File: config.mk
export PLATFORM = sky130hd
export DESIGN_NAME = timer_display_driver
export DESIGN_NICKNAME = d
export VERILOG_FILES = /design/src/rtl/timer_disp_pkg.sv /design/src/rtl/timer_display_driver_bin2bcd.sv /design/src/rtl/timer_display_driver.sv
export SDC_FILE = /design/constraint.sdc
export NUM_CORES = 1
export LEC_CHECK = 0
export CELL_PAD_IN_SITES_DETAIL_PLACEMENT = 0
export CELL_PAD_IN_SITES_GLOBAL_PLACEMENT = 2
export CORE_ASPECT_RATIO = 1.25
export CORE_MARGIN = 1.5
export CORE_UTILIZATION = 42
export DETAILED_ROUTE_END_ITERATION = 16
export GPL_TIMING_DRIVEN = 1
export PLACE_DENSITY = 0.95
export SETUP_SLACK_MARGIN = 0.15
export SLEW_MARGIN = 30
export SYNTH_ARGS = -nofsm -noshare
export SYNTH_HDL_FRONTEND = slang
export SYNTH_SLANG_ARGS = --single-unit
File: constraint.sdc
create_clock -name clk -period 3.28 [get_ports clk]
set_input_delay 0.984 -clock clk [delete_from_list [all_inputs] [get_ports clk]]
set_output_delay 0.984 -clock clk [all_outputs]
set_load 0.1 [all_outputs]
File: src/rtl/timer_disp_pkg.sv
// Shared seven-segment constants and conversion state encoding for the timer display.
// No logic, no latency, no flow control.
package timer_disp_pkg;

   typedef enum logic [1:0] {
      IDLE  = 2'd0,
      SHIFT = 2'd1,
      DONE  = 2'd2
   } conv_state_e;

   localparam logic [6:0] SEG_BLANK = 7'h7F;

   // Active-low {g,f,e,d,c,b,a}
   localparam logic [6:0] SEG_DIGIT [0:9] = '{
      7'b1000000, 7'b1111001, 7'b0100100, 7'b0110000, 7'b0011001,
      7'b0010010, 7'b0000010, 7'b1111000, 7'b0000000, 7'b0010000
   };

   function automatic logic [6:0] seg_encode(input logic [3:0] digit);
      logic [6:0] seg;
      if (digit > 4'd9) seg = SEG_BLANK;
      else              seg = SEG_DIGIT[digit];
      return seg;
   endfunction

endpackage

File: src/rtl/timer_display_driver_bin2bcd.sv
// Sequential double-dabble: 5-bit binary to two BCD digits, one shift per cycle.
// Latency: start accepted in IDLE, done asserted 6 cycles later for one cycle.
// Backpressure: none; start is ignored while a conversion is in flight.
module bin2bcd_seq
   import timer_disp_pkg::*;
(
   input  logic       clk,
   input  logic       rst_n,
   input  logic [4:0] bin,
   input  logic       start,
   output logic [3:0] tens,
   output logic [3:0] ones,
   output logic       done
);

   conv_state_e state_q, state_d;
   logic [12:0] sreg_q, sreg_d;
   logic [2:0]  step_q, step_d;
   logic [12:0] adj;

   always_ff @(posedge clk or negedge rst_n) begin
      if (!rst_n) begin
         state_q <= IDLE;
         sreg_q  <= '0;
         step_q  <= '0;
      end else begin
         state_q <= state_d;
         sreg_q  <= sreg_d;
         step_q  <= step_d;
      end
   end

   // {tens[12:9], ones[8:5], binary[4:0]}
   always_comb begin
      adj = sreg_q;
      if (sreg_q[8:5]  >= 4'd5) adj[8:5]  = sreg_q[8:5]  + 4'd3;
      if (sreg_q[12:9] >= 4'd5) adj[12:9] = sreg_q[12:9] + 4'd3;
   end

   always_comb begin
      state_d = state_q;
      sreg_d  = sreg_q;
      step_d  = step_q;
      done    = 1'b0;
      unique case (state_q)
         IDLE: begin
            if (start) begin
               sreg_d  = {8'h00, bin};
               step_d  = '0;
               state_d = SHIFT;
            end
         end
         SHIFT: begin
            sreg_d = adj << 1;
            step_d = step_q + 3'd1;
            if (step_q == 3'd4) state_d = DONE;
         end
         DONE: begin
            done    = 1'b1;
            state_d = IDLE;
         end
         default: state_d = IDLE;
      endcase
   end

   assign tens = sreg_q[12:9];
   assign ones = sreg_q[8:5];

endmodule

File: src/rtl/timer_display_driver.sv
// Countdown value to 4-digit multiplexed seven-segment display; TIMEOUT_BLINK_EN adds expiry blink.
// Latency: 7 cycles from a time_value change to bcd_valid and the digit commit.
// Backpressure: none; input is re-sampled only when the converter is idle.
module timer_display_driver
   import timer_disp_pkg::*;
#(
   parameter int CLK_HZ     = 100_000_000,
   parameter int REFRESH_HZ = 1000,
   parameter int BLINK_HZ   = 2
)(
   input  logic       clk,
   input  logic       rst_n,
   input  logic [4:0] time_value,
   input  logic       time_up,
   output logic [6:0] seg,
   output logic       dp,
   output logic [3:0] an,
   output logic       bcd_valid
);

   localparam int SCAN_PER = CLK_HZ / REFRESH_HZ;
   localparam int SCAN_W   = (SCAN_PER > 1) ? $clog2(SCAN_PER) : 1;
   localparam logic [SCAN_W-1:0] SCAN_MAX = SCAN_W'(SCAN_PER - 1);

   logic [4:0]        shadow_q, shadow_d;
   logic              busy_q, busy_d;
   logic              bcd_valid_q;
   logic [3:0]        tens_q, tens_d, ones_q, ones_d;
   logic [SCAN_W-1:0] scan_cnt_q, scan_cnt_d;
   logic [1:0]        idx_q, idx_d;
   logic [6:0]        seg_q, seg_d;
   logic [3:0]        an_q, an_d;
   logic              start, scan_wrap, blink_vis;
   logic [3:0]        conv_tens, conv_ones;
   logic              conv_done;

   bin2bcd_seq u_bin2bcd (
      .clk   (clk),
      .rst_n (rst_n),
      .bin   (time_value),
      .start (start),
      .tens  (conv_tens),
      .ones  (conv_ones),
      .done  (conv_done)
   );

   always_comb begin
      // busy_q mirrors the converter being outside IDLE
      start      = !busy_q && (time_value != shadow_q);
      shadow_d   = start ? time_value : shadow_q;
      busy_d     = start ? 1'b1 : (conv_done ? 1'b0 : busy_q);
      tens_d     = conv_done ? conv_tens : tens_q;
      ones_d     = conv_done ? conv_ones : ones_q;
      scan_wrap  = (scan_cnt_q == SCAN_MAX);
      scan_cnt_d = scan_wrap ? '0 : scan_cnt_q + SCAN_W'(1);
      idx_d      = scan_wrap ? idx_q + 2'd1 : idx_q;
      an_d       = ~(4'b0001 << idx_q);
      unique case (idx_q)
         2'd0:    seg_d = seg_encode(ones_q);
         2'd1:    seg_d = seg_encode(tens_q);
         default: seg_d = SEG_BLANK;
      endcase
   end

   always_ff @(posedge clk or negedge rst_n) begin
      if (!rst_n) begin
         shadow_q    <= '0;
         busy_q      <= 1'b0;
         bcd_valid_q <= 1'b0;
         tens_q      <= '0;
         ones_q      <= '0;
         scan_cnt_q  <= '0;
         idx_q       <= '0;
         seg_q       <= SEG_BLANK;
         an_q        <= 4'hF;
      end else begin
         shadow_q    <= shadow_d;
         busy_q      <= busy_d;
         bcd_valid_q <= conv_done;
         tens_q      <= tens_d;
         ones_q      <= ones_d;
         scan_cnt_q  <= scan_cnt_d;
         idx_q       <= idx_d;
         seg_q       <= seg_d;
         an_q        <= an_d;
      end
   end

`ifdef TIMEOUT_BLINK_EN
   localparam int BLINK_PER = CLK_HZ / (2 * BLINK_HZ);
   localparam int BLINK_W   = (BLINK_PER > 1) ? $clog2(BLINK_PER) : 1;
   localparam logic [BLINK_W-1:0] BLINK_MAX = BLINK_W'(BLINK_PER - 1);

   logic [BLINK_W-1:0] blink_cnt_q, blink_cnt_d;
   logic               blink_phase_q, blink_phase_d;

   always_comb begin
      blink_cnt_d   = blink_cnt_q;
      blink_phase_d = blink_phase_q;
      if (!time_up) begin
         blink_cnt_d   = '0;
         blink_phase_d = 1'b1;
      end else if (blink_cnt_q == BLINK_MAX) begin
         blink_cnt_d   = '0;
         blink_phase_d = ~blink_phase_q;
      end else begin
         blink_cnt_d   = blink_cnt_q + BLINK_W'(1);
      end
   end

   always_ff @(posedge clk or negedge rst_n) begin
      if (!rst_n) begin
         blink_cnt_q   <= '0;
         blink_phase_q <= 1'b1;
      end else begin
         blink_cnt_q   <= blink_cnt_d;
         blink_phase_q <= blink_phase_d;
      end
   end

   assign blink_vis = blink_phase_q;
`else
   logic unused_blink;
   assign unused_blink = time_up & (BLINK_HZ > 0);
   assign blink_vis    = 1'b1;
`endif

   // Blanking gates only the anodes so the segment scan keeps its phase
   assign an        = blink_vis ? an_q : 4'hF;
   assign seg       = seg_q;
   assign dp        = 1'b1;
   assign bcd_valid = bcd_valid_q;

endmodule

---- After elaboration in Yosys (flattened, before gate mapping) ----
Memories as Yosys holds them, arrays and structs flattened.
Index checks and enable logic that the tools add are counted.
storage, ports and cells
  register bits ........................... 63
  memory bits (read-only) ................. 224
  bits of input ports ..................... 8
  word-level logic and storage cells ...... 65
  memories kept ........................... 2
cells by class
  add/sub/neg operators ................... 5
  order comparisons ....................... 6
  eq/ne operators ......................... 8
  shift-type cells ........................ 1
  multiplexer cells ....................... 20
  bitwise gates (word level) .............. 3
  reduce and logical (&&, ||, !) cells .... 8
memories
  memory            depth  bits a word  rd ports  clocked after Yosys merged registers in  wr ports  RTL line              source
  (name not given)  16     7            1         0                                        0         timer_disp_pkg.sv:22  else seg = SEG_DIGIT[digit];
  (name not given)  16     7            1         0                                        0         timer_disp_pkg.sv:22
operators by type and width
  cell                                                                   count
  7-bit two-way mux                                                      6
  13-bit case mux with 2 select lines                                    1
  17-bit by 1-bit adder with 17-bit output, second input constant        1
  17-bit == test, second input constant                                  1
  17-bit two-way mux                                                     1
  7-bit case mux with 2 select lines                                     1
  13-bit two-way mux                                                     1
  5-bit >= comparator, second input constant                             2
  4-bit NOT with 5-bit output                                            2
  4-bit by 3-bit >= comparator with 1-bit output, second input constant  2
  4-bit greater-than comparator, second input constant                   2
  3-bit two-way mux                                                      2
  3-bit case mux with 2 select lines                                     1
  5-bit inequality test                                                  1
  4-bit by 2-bit adder with 4-bit output, second input constant          1
  2-bit by 1-bit == test with 1-bit output, second input constant        2
  2-bit logical NOT                                                      2
  2-bit two-way mux                                                      2
  4-bit two-way mux                                                      1
  4-bit NOT                                                              1
  2-bit case mux with 2 select lines                                     1
  2-bit AND reduction                                                    2
  2-bit nonzero test                                                     2
  1-bit by 2-bit << shifter with 4-bit output, first input constant      1
  other kinds (10)                                                       12

---- Depth between registers and ports, before layout ----
Gate-level depths: netlist of run 1.
  depth after elaboration ................. 6
  depth in mapped cells ................... 7
  mapped depth without buffers ............ 7

---- By module ----
A second synthesis of run 1 with hierarchy kept.
second synthesis, totals
  cells, all modules ...................... 308
  area total of the unflattened synthesis .. 3281.9 sq um
by module, submodules not included
  module                instances  cells each  area an instance (sq um)
  timer_display_driver  1          210         2262.2
  bin2bcd_seq           1          98          1019.7

---- Worst setup path before layout of run 1 ----
Ideal clock, no wire load.
  kind .................................... input port to flip-flop
  start point ............................. in time_value[1]
  end point ............................... reg u_bin2bcd.sreg_q[11]
  library setup time ...................... 66 ps
  arrival time ............................ 1956 ps
  data required time ...................... 3214 ps
  setup slack ............................. 1258 ps
  stages on the path ...................... 6
  cell sequence ........................... xnor2_1 > nand3_2 > o21ai_4 > and2_1 > buf_4 > a22o_1
between the ends
  word-level cells in the longest chain between the ends .. 4
RTL lines
  item                             RTL line                            source
  from (decl)                      timer_display_driver.sv:13          input logic [4:0] time_value,
  5-bit inequality test            timer_display_driver.sv:49          start = !busy_q && (time_value != shadow_q);
  1-bit logical AND                timer_display_driver.sv:49
  2-bit inequality test (no line)  n/a
  2-bit AND reduction (no line)    n/a
  to (signal assigned)             timer_display_driver_bin2bcd.sv:28  sreg_q <= sreg_d;
  to (decl)                        timer_display_driver_bin2bcd.sv:17  logic [12:0] sreg_q, sreg_d;
No other way between the ends.
A chain may end at the register's enable or synchronous reset.

---- Final worst setup path of run 1 ----
  start point ............................. in time_value[4]
  end point ............................... reg u_bin2bcd.step_q[2]
between the ends
  word-level cells in the longest chain between the ends .. 4
RTL lines
  item                             RTL line                            source
  5-bit inequality test            timer_display_driver.sv:49
  1-bit logical AND                timer_display_driver.sv:49
  2-bit inequality test (no line)  n/a
  2-bit AND reduction (no line)    n/a
  to (signal assigned)             timer_display_driver_bin2bcd.sv:29  step_q <= step_d;
  to (decl)                        timer_display_driver_bin2bcd.sv:18  logic [2:0] step_q, step_d;
No other way between the ends.

==> metrics.log, run 1 <==
INFO  metric outcome = complete, no violations
INFO  metric drc_errors = 0
INFO  metric die_height = 100 um
INFO  metric whs_endpoint = scan_cnt_q[0]
INFO  metric cp.required = 3560 ps
INFO  metric worstHoldPathCells = 1
INFO  metric worstSetupPathType = input port to register
INFO  metric die_area = 0.00813 mm2
INFO  metric critical_path.endpoint_type = register
INFO  metric power.leakage = 1.69 nW
INFO  metric finalClockSkew = 8.77 ps
INFO  metric cts_max_path_buffers = 2
INFO  metric synth_edf_count = 0
INFO  metric layout_min_cycle_time = 2290 ps
INFO  metric finish.net_count = 351
INFO  metric synth_ff_type = dfrtp_1
INFO  metric first_global_vias = 2055
INFO  metric tritoncts = built
INFO  metric fin_crit_sh = 70.0%
INFO  metric num_rows = 35
INFO  metric clock_tree.htree_level_count = 3
INFO  metric yosysSeqAreaShare = 49.8%
INFO  metric syn-instance-count = 303
INFO  metric worstRegToRegCells = 5
INFO  metric fp.dieW = 81.0 um
INFO  metric maxCapViolCount = 0
INFO  metric synthesis.area = 0.00319 mm2
INFO  metric clkSinkCount = 63
INFO  metric worstPathArrival = 2570 ps
INFO  metric hold_viol = 0
INFO  metric post_cts.resized_instances = 0
INFO  metric worst_slew_pin_slew = 760 ps
INFO  metric cellPowerDensity = 923 mW/mm2
INFO  metric ys.warnings.count = 0
INFO  metric floorplan.initialDensity = 43.4%
INFO  metric setup_tns = 0 ps
INFO  metric drt-initial-drc-count = 57
INFO  metric ff2ff_setup_slack = 1280 ps
INFO  metric io_pins = 21
INFO  metric flow.area_growth_from_synthesis = 14.1%
INFO  metric postLayoutCoreUtil = 49.5%
INFO  metric synth_nets = 332
INFO  metric vdd.ir_drop.worst = 0.759 mV
INFO  metric instances_no_fill = 419
INFO  metric drtPass1Iterations = 4
INFO  metric viasPerCell = 5.16
INFO  metric place.detailed.instances = 403
INFO  metric hold_buffers = 0
INFO  metric finalInstanceArea = 0.00364 mm2
INFO  metric coreArea = 0.00736 mm2
INFO  metric port_buf_inserts = 18
INFO  metric regToRegStartpoint = scan_cnt_q[12]
INFO  metric detail-route-antenna-nets = 0
INFO  metric critPathLaunchType = input port
INFO  metric place.gp.congestion = 0.801
INFO  metric num_vias = 2162
INFO  metric routedWlPerCell = 13.2 um
INFO  metric fin_total_pwr = 0.00336 W
INFO  metric dp_hpwl = 3.78 mm
INFO  metric routed_wirelength = 5.53 mm
INFO  metric synth.top_cells.by_area = dfrtp_1 41%, dfstp_2 9.1%, ha_1 8.2%
INFO  metric grt_util_all_layers = 15.4%
INFO  metric report.final.slew_viol_count = 0
INFO  metric crit-reg2reg-capture = idx_q[1]
INFO  metric timing.fmax = 0.436 GHz
INFO  metric cp_max_fo = 10
INFO  metric async_reset_ff_share = 100%
INFO  metric yosys.area.top_type_share = 40.8%
INFO  metric grt_start_max_net_pins = 34
INFO  metric worst_hold_path_type = register to register
INFO  metric antenna_violations_before_repair = 0
INFO  metric total_clock_buffers_created_by_cts = 9
INFO  metric timing.max_slew.rel_slack = 49.3%
INFO  metric cts.clk_slew.worst_paths = 70 ps
INFO  metric worstHoldStart = scan_cnt_q[0]
INFO  metric setup_viol = 0
INFO  metric postCtsSetupBuffers = 0
INFO  metric grt_setup_unrepaired = false
INFO  metric synth.largest_area_cell = dfrtp_1
INFO  metric synth.lib_cells_used.distinct = 42
INFO  metric layout-drive-gt1-share = 17.1%
INFO  metric post_dp_cell_area = 0.00342 mm2
INFO  metric cts_root_buf = clkbuf_8
INFO  metric n_antenna_cell = 0
INFO  metric clock_insertion_delay_worst_skew = 340 ps
INFO  metric overflow = 0
INFO  metric flip_flop_and_latch_count_after_synthesis = 63
INFO  metric avgSynthCellArea = 10.5 um2
INFO  metric grt_pass1_wl = 9.48 mm
-- metal layers --
metal | track usage (%) | routed length [um]
met1 | 18.8 | 2510
met2 | 25.0 | 2720
met3 | 4.09 | 163
met4 | 7.56 | 127
met5 | 0 | 0
-- state kept, by name (all words and copies together), names as in the netlist, 3 cells and up --
register          cells
ones_q                4
an                    4
shadow_q              5
tens_q                4
seg                   7
scan_cnt_q           17
u_bin2bcd.sreg_q     13
u_bin2bcd.step_q      3
-- synthesized netlist by cell type, types with 2 or more instances --
cell / instances
and3_1: 5
nand2b_1: 5
mux2_2: 11
mux2i_1: 6
inv_1: 20
buf_4: 2
dfrtp_1: 52
nor3_1: 2
a21oi_1: 14
a211o_1: 2
clkbuf_1: 8
a22oi_1: 4
a21o_1: 2
nor2b_1: 4
xnor2_1: 18
a22o_1: 6
nand4_1: 6
nor4b_1: 2
nand2_1: 18
o211ai_1: 3
and2_1: 2
ha_1: 21
xor2_1: 6
o21ai_0: 20
nor2_1: 29
nand3_1: 9
dfstp_2: 11
-- final cells by class --
type                    instances  area [um2]
flip-flops and latches         63        1590
inverters                      20        75.1
repair buffers                 20         173
multi-input cells             208        1460
well taps                      92         115
clock inverters                 3        65.1
fillers                       705        3720
clock buffers                  13         159
-- logic make-up (layout without fill, tap and decap cells) --
logic type	count (synthesis)	after routing	share of synthesized area (%)
xor+xnor	24	24	6.59
fa+ha+maj	21	21	8.24
flops	63	63	49.8
other cells	1	1	0.118
mux	17	17	5.76
compound gates	56	56	11.1
simple gates	89	89	14.1
buf+inv	32	56	4.27
-- power by group --
part / switching (W) / internal (W)
combinational: 0.000856 / 0.000511
clock: 0.000292 / 0.000469
sequential: 0.000205 / 0.00103
-- layout by cell type, fill, tap and decap left out, types with 9 or more instances in the layout --
cell,n
dfstp_2,11
clkbuf_8,11
nor2_1,29
o21ai_0,20
inv_1,20
dfrtp_1,52
a21oi_1,14
ha_1,21
nand2_1,18
xnor2_1,18
nand3_1,9
mux2_2,11
buf_4,13
-- critical path, cell delays in order --
cell and delay (ps):
clkdlybuf4s50_1 460, xnor2_1 220, nand3_2 130, o21ai_4 160
and2_1 400, a22o_1 210
-- stage by stage --
| step | hold slack [ps] | setup WS, ps |
|---|---|---|
| 3_5_place_dp | 479 | 641 |
| 4_1_cts | 501 | 1010 |
| 5_1_grt | 517 | 882 |
| 3_3_place_gp | 474 | 673 |
| 2_1_floorplan | 451 | 1260 |
| 6_report | 498 | 986 |
-- worst max path at each step --
stage                        from                    to  slack, ps  cells past startpoint
floorplan           time_value[1]  u_bin2bcd.sreg_q[11]       1260                      6
global placement    time_value[1]   u_bin2bcd.sreg_q[7]        670                      6
detailed placement  time_value[1]   u_bin2bcd.step_q[2]        640                      6
CTS                 time_value[1]   u_bin2bcd.sreg_q[7]       1010                      6
global route        time_value[4]   u_bin2bcd.step_q[2]        880                      6
finish              time_value[4]   u_bin2bcd.step_q[2]        990                      6
Note: power is estimated with default switching activity, not from simulation.
==> run 2, diff against run 1 <==
- CORE_UTILIZATION: 42 -> 35
- PLACE_DENSITY: 0.95 -> 0.86
- clock period: 3.28 -> 1.8 ns (I/O delays scaled with it)
==> metrics.log, run 2 (synthesis gave the netlist of run 1 again) <==
INFO  metric report.final.slew_viol_count = 0 (unchanged)
INFO  metric grt_setup_unrepaired = true
INFO  metric finalClockSkew = 12.9 ps (+4.12 ps)
INFO  metric cts_max_path_buffers = 2 (unchanged)
INFO  metric maxCapViolCount = 0 (unchanged)
INFO  metric routedWlPerCell = 12.4 um (-6.3%)
INFO  metric switching_share = 38.9% (-1.3 points)
INFO  metric tritoncts = built
INFO  metric cts.clk_slew.worst_paths = 80 ps (about the same)
INFO  metric fin_crit_sh = 89.1%
INFO  metric cellPowerDensity = 1660 mW/mm2 (+80%)
INFO  metric floorplan.initialDensity = 36.5% (-6.9 points)
INFO  metric viasPerCell = 4.77 (-7.5%)
INFO  metric cp_num_buf_inv = 1 (unchanged)
INFO  metric total_switching_power = 0.00259 W (+92%)
INFO  metric fin_total_pwr = 0.00666 W (+98%)
INFO  metric antenna_violations_before_repair = 0 (unchanged)
INFO  metric setup_viol = 0 (unchanged)
INFO  metric layout_min_cycle_time = 1600 ps
INFO  metric crit_path_max_cell_delay = 550 ps (+90 ps)
INFO  metric power.share.combinational = 43.1% (+2.4 points)
INFO  metric clock_tree.htree_level_count = 3 (unchanged)
INFO  metric drc_errors = 0 (unchanged)
INFO  metric cellInternalPower = 0.00407 W (+100%)
INFO  metric worst_hold_path_type = input port to async pin
INFO  metric fp.dieW = 88.4 um (+9.2%)
INFO  metric hold_viol = 0 (unchanged)
INFO  metric critical_path.endpoint_type = primary output
INFO  metric grt_util_all_layers = 13.6% (-1.9 points)
INFO  metric largest_register_ff_count = 17 (unchanged)
INFO  metric drtPass1Iterations = 4 (unchanged)
INFO  metric routed_wirelength = 5.74 mm (+3.8%)
INFO  metric place.gp.congestion = 0.766 (-4.3%)
INFO  metric coreArea = 0.00875 mm2 (+19%)
INFO  metric vdd.ir_drop.worst = 0.706 mV (-7.0%)
INFO  metric setup_tns = 0 ps (unchanged)
INFO  metric overflow = 0 (unchanged)
INFO  metric timing.critical_path.slowest_stage_cell = dfstp_2
INFO  metric flow.area_growth_from_synthesis = 25.8%
INFO  metric clkSinkCount = 63 (unchanged)
INFO  metric num_rows = 38 (+8.6%)
INFO  metric worstSetupPathType = register to primary output
INFO  metric power.clock.fraction = 22.4% (-0.2 points)
INFO  metric port_buf_inserts = 18 (unchanged)
INFO  metric drt-initial-drc-count = 87 (+53%)
INFO  metric num_vias = 2214 (+2.4%)
INFO  metric outcome = complete, no violations
INFO  metric total_clock_buffers_created_by_cts = 9 (unchanged)
INFO  metric timing.fmax = 0.623 GHz
INFO  metric path_cells = buf_12
INFO  metric cts_root_buf = clkbuf_8
INFO  metric power_frac_seq = 34.5% (-2.2 points)
INFO  metric finish.net_count = 368 (+4.8%)
INFO  metric die_area = 0.00970 mm2 (+19%)
INFO  metric cp_max_fo = 1 (-9)
INFO  metric n_antenna_cell = 0 (unchanged)
INFO  metric layout-drive-gt1-share = 23.3% (+6.1 points)
INFO  metric grt_start_max_net_pins = 29 (-15%)
INFO  metric layout.cells.most_common_list = 52 x dfrtp_1, 28 x nor2_1, 20 x inv_1, 20 x ha_1, 19 x o21ai_0
INFO  metric path_delay_family = flip-flops
INFO  metric detail-route-antenna-nets = 0 (unchanged)
INFO  metric grt_pass1_wl = 10.0 mm (+5.5%)
INFO  metric mostFrequentLayoutCell = dfrtp_1
INFO  metric die_height = 110 um (+9.3%)
INFO  metric dp_hpwl = 4.18 mm (+10%)
INFO  metric first_global_vias = 2226 (+8.3%)
INFO  metric largest-register = scan_cnt_q
INFO  metric hold_ws = 174 ps (-324 ps)
INFO  metric critPathLaunchType = register
INFO  metric worstPathArrival = 1060 ps (-1510 ps)
INFO  metric power.leakage = 1.85 nW (+9.3%)
INFO  metric clock_insertion_delay_worst_skew = 340 ps (about the same)
INFO  metric timing.max_slew.rel_slack = 64.9% (+16 points)
INFO  metric finalWorstSetupSlack = 196 ps (-790 ps)
INFO  metric cp.required = 1260 ps (-2300 ps)
INFO  metric io_pins = 21 (unchanged)
INFO  metric post_placement_worst_setup_slack = -275 ps (-916 ps)
INFO  metric worst_slew_pin_slew = 526 ps (-234 ps)
[run 2: cell types whose count changed in the layout (fill, tap and decap cells not counted), moves of 2 or more]
cell             previous run  this run
clkbuf_1                    2         0
clkbuf_8                   11         9
buf_4                      13        16
buf_12                      1        14
dlygate4sd2_1               0         5
clkdlybuf4s50_1             5         0
[run 2: what timing repair did]
action,CTS,global route
gates resized for setup,6,7
pin swaps,6,0
gates cloned,0,0
setup endpoints to repair,10,16
buffers inserted,3,1
hold buffers,0,0
[run 2: final timing paths]
kind	startpoint	end	slack, ps	depth (start not counted)
worst min register to register	u_bin2bcd.sreg_q[10]	u_bin2bcd.sreg_q[10]	500	2
min in group clk	u_bin2bcd.sreg_q[10]	u_bin2bcd.sreg_q[10]	500	2
worst min-delay path	rst_n	scan_cnt_q[4]	170	1
worst max-delay path	an[3]	an[3]	200	1
worst max register to register	scan_cnt_q[12]	idx_q[1]	220	5
max in group asynchronous	rst_n	seg[3]	1060	2
[run 2: per-stage QoR]
stage | utilization, % | cells | instance area, um2
after floorplan | - | 303 | 3190
after global placement | 42.4 | 444 | 3710
after detailed placement | 42.4 | 444 | 3710
after CTS | 45.5 | 463 | 3980
after global routing | 45.9 | 464 | 4010
final | 45.9 | 464 | 4010
[run 2: routing by layer]
layer	up-vias	track usage, %	part of all wire [%]
met5	-	0	0
met4	0	6.58	2.1
met3	9	3.45	2.6
met2	30	23.4	53
met1	1064	15.5	43
li1	1111	-	-
[run 2: cell type report]
type                    count  area (um2)
multi-input cells         208        1490
inverters                  20        75.1
clock buffers               9         124
flip-flops and latches     63        1590
fillers                   853        4730
clock inverters             7         120
well taps                 120         150
repair buffers             37         460
[run 2: power groups by stage]
stage          Combinational [W]  Sequential, W  Clock (W)
5_1_grt                  0.00316        0.00238    0.00159
6_report                 0.00287        0.00230    0.00149
3_5_place_dp             0.00282        0.00232          0
3_3_place_gp             0.00278        0.00231          0
4_1_cts                  0.00288        0.00230    0.00154
2_1_floorplan            0.00156        0.00271          0
==> run 3, diff against run 2 <==
- CORE_MARGIN: 1.5 -> 2
- SYNTH_HIERARCHICAL: unset -> 1
==> metrics.log, run 3 <==
INFO  metric met2_usage = 22.9% (-0.56 points)
INFO  metric async_reset_ff_share = 100% (unchanged)
INFO  metric timing.fmax = 0.617 GHz (-0.98%)
INFO  metric cts.clk_slew.worst_paths = 50 ps (-30 ps)
INFO  metric synth_edf_count = 0 (unchanged)
INFO  metric met1_track_utilization_from_global_routing = 16.2% (+0.71 points)
INFO  metric clock_insertion_delay_worst_skew = 320 ps (-20 ps)
INFO  metric io_pins = 21 (unchanged)
INFO  metric worst_hold_path_type = input port to async pin
INFO  metric tritoncts = built
INFO  metric viasPerCell = 4.89 (+2.5%)
INFO  metric yosys.area.top_type_share = 39.6% (-1.1 points)
INFO  metric cts_max_path_buffers = 2 (unchanged)
INFO  metric report.final.slew_viol_count = 0 (unchanged)
INFO  metric grt_pass1_wl = 10.9 mm (+8.6%)
INFO  metric finalWorstSetupSlack = 180 ps (-15.9 ps)
INFO  metric multiInputGateArea = 0.00165 mm2 (+10%)
INFO  metric largest-register = scan_cnt_q
INFO  metric first_global_vias = 2372 (+6.6%)
INFO  metric maxCapViolCount = 0 (unchanged)
INFO  metric cellPowerDensity = 1540 mW/mm2 (-7.3%)
INFO  metric grt_setup_unrepaired = true
INFO  metric finalClockSkew = 5.95 ps (-6.94 ps)
INFO  metric setup_tns = 0 ps (unchanged)
INFO  metric layout-drive-gt1-share = 30.2% (+6.9 points)
INFO  metric post-synth-top-count-cell = dfrtp_1
INFO  metric antenna_violations_before_repair = 0 (unchanged)
INFO  metric drtPass1Iterations = 4 (unchanged)
INFO  metric grt_util_all_layers = 13.3% (-0.30 points)
INFO  metric flip_flop_and_latch_count_after_synthesis = 63 (unchanged)
INFO  metric layout_min_cycle_time = 1620 ps (+15.9 ps)
INFO  metric floorplan.initialDensity = 36.0% (-0.50 points)
INFO  metric outcome = complete, no violations
INFO  metric num_rows = 39 (+2.6%)
INFO  metric hold_viol = 0 (unchanged)
INFO  metric num_vias = 2352 (+6.2%)
INFO  metric synth_nets = 337 (+1.5%)
INFO  metric layout.cells.most_common_list = 49 x dfrtp_1, 24 x inv_1, 22 x nand2_1, 22 x buf_4, 20 x ha_1
INFO  metric critical_path.endpoint_type = register
INFO  metric drt-initial-drc-count = 92 (+5.7%)
INFO  metric ys.warnings.count = 6 (+6)
INFO  metric clkSinkCount = 63 (unchanged)
INFO  metric vdd.ir_drop.worst = 1.20 mV (+70%)
INFO  metric flow.area_growth_from_synthesis = 31.7%
INFO  metric detail-route-antenna-nets = 0 (unchanged)
INFO  metric cp_max_fo = 3 (+2)
INFO  metric place.gp.congestion = 0.742 (-3.1%)
INFO  metric fin_crit_sh = 90.0% (+0.89 points)
INFO  metric hold_buffers = 0 (unchanged)
INFO  metric avgSynthCellArea = 10.7 um2 (+1.2%)
INFO  metric grt_start_max_net_pins = 64 (+120%)
INFO  metric total_clock_buffers_created_by_cts = 9 (unchanged)
INFO  metric port_buf_inserts = 18 (unchanged)
INFO  metric routed_wirelength = 6.46 mm (+13%)
INFO  metric filler_cell_count = 909 (+6.6%)
INFO  metric largest_register_ff_count = 17 (unchanged)
INFO  metric path_cells = ha_2 -> and4_4 -> nand4_1 -> nor4_2 -> mux2_2
INFO  metric grt-busiest-layer = met2
INFO  metric fp.dieW = 90.6 um (+2.5%)
INFO  metric n_antenna_cell = 0 (unchanged)
INFO  metric cp_num_buf_inv = 0 (-1)
INFO  metric coreArea = 0.00913 mm2 (+4.3%)
INFO  metric setup_viol = 0 (unchanged)
INFO  metric cp.required = 2000 ps (+740 ps)
INFO  metric yosysSeqAreaShare = 48.5% (-1.4 points)
INFO  metric synth_ff_type = dfrtp_1
INFO  metric path_delay_family = simple AND/OR/NAND/NOR gates
INFO  metric crit_path_max_cell_delay = 380 ps (-170 ps)
INFO  metric overflow = 0 (unchanged)
INFO  metric mostFrequentLayoutCell = dfrtp_1
INFO  metric post_placement_worst_setup_slack = -434 ps (-159 ps)
INFO  metric timing.critical_path.slowest_stage_cell = dfrtp_1
INFO  metric commonest_cells_in_the_synthesized_netlist = 52 x dfrtp_1, 27 x nand2_1, 24 x inv_1, 21 x ha_1, 21 x o21ai_0
INFO  metric power.leakage = 1.90 nW (+3.0%)
INFO  metric fin_total_pwr = 0.00665 W (-0.18%)
INFO  metric drc_errors = 0 (unchanged)
INFO  metric synth.lib_cells_used.distinct = 56 (+33%)
INFO  metric area.sequential = 0.00159 mm2 (+0.24%)
INFO  metric synth.top_cells.by_area = dfrtp_1 40%, dfstp_2 8.8%, ha_1 8.0%
INFO  metric routedWlPerCell = 13.4 um (+8.7%)
INFO  metric syn-instance-count = 308 (+1.7%)
INFO  metric die_height = 112 um (+2.3%)
INFO  metric gr-usage-met3 = 2.42% (-1.0 points)
INFO  metric cts_root_buf = clkbuf_16
INFO  metric worstPathArrival = 1820 ps (+760 ps)
INFO  metric die_area = 0.0102 mm2 (+4.9%)
INFO  metric clock_tree.htree_level_count = 3 (unchanged)
INFO  metric synthesis.area = 0.00328 mm2 (+2.9%)
INFO  metric dp_hpwl = 4.28 mm (+2.5%)
INFO  metric finish.net_count = 382 (+3.8%)
INFO  metric worstSetupPathType = register to register
INFO  metric synth.largest_area_cell = dfrtp_1
INFO  metric critPathLaunchType = register
[run 3: cell types whose count changed after synthesis, moves of 4 or more]
cell,before,now
nand2_1,18,27
mux2_2,11,7
xnor2_1,18,12
and3_1,5,0
nand2b_1,5,1
o221ai_1,0,4
inv_1,20,24
nor2_1,29,19
o21a_1,0,5
[run 3: through the flow]
step                      utilization, %  instance area [um2]  hold slack (ps)  cells
after floorplan                        -                 3310              244    308
after global placement              41.8                 3810              465    454
after detailed placement            41.8                 3810              471    454
after CTS                           45.5                 4150              233    473
after global routing                47.4                 4320              248    481
final                               47.4                 4320              212    481
[run 3: per-layer routing]
metal / part of all wire, % / wire [um] / vias to the layer above
met2: 51 / 3290 / 28
met4: 1.8 / 117 / 0
met5: 0 / 0 / -
met1: 45 / 2940 / 1146
met3: 1.8 / 116 / 8
li1: - / - / 1170
[run 3: area by class of cell]
class                           count  area share [%]
Clock inverter                      4            1.04
Clock buffer                       12            5.70
Tap cell                          123            3.56
Sequential cell                    63            36.9
Timing Repair Buffer               44            12.6
Multi-Input combinational cell    211            38.2
Inverter                           24            2.08
[run 3: kinds of logic (layout without fill, tap and decap cells)]
group | Yosys count | in the layout | synth area share (%)
other cells | 1 | 1 | 0.114
compound gates | 68 | 68 | 14.4
xor+xnor | 21 | 21 | 5.60
mux | 14 | 14 | 4.54
buf+inv | 34 | 84 | 5.07
simple gates | 86 | 86 | 13.8
fa+ha+maj | 21 | 21 | 8.01
flops | 63 | 63 | 48.5
[run 3: path summary, 6_finish.rpt]
path,from,end,slack (ps),cells after the start
hold / removal,rst_n,scan_cnt_q[14],210,2
setup / recovery,scan_cnt_q[0],idx_q[1],180,5
setup reg to reg,scan_cnt_q[0],idx_q[1],180,5
max in group asynchronous,rst_n,scan_cnt_q[7],1280,2
min in group clk,u_bin2bcd/sreg_q[8],ones_q[3],470,2
hold reg to reg,u_bin2bcd/sreg_q[8],ones_q[3],470,2
[run 3: where the power goes]
part / switching, W / internal [W]
logic: 0.00154 / 0.00119
registers: 0.000401 / 0.00183
clock network: 0.000590 / 0.00110
total: 0.00253 / 0.00412
[run 3: repair_timing]
action                                  CTS  global route
endpoints found under the setup margin   19            29
pin swaps                                 7             5
endpoints found under the hold margin     0             0
cloned                                    1             1
buffers inserted                          2             7
gates resized for setup                  11            30
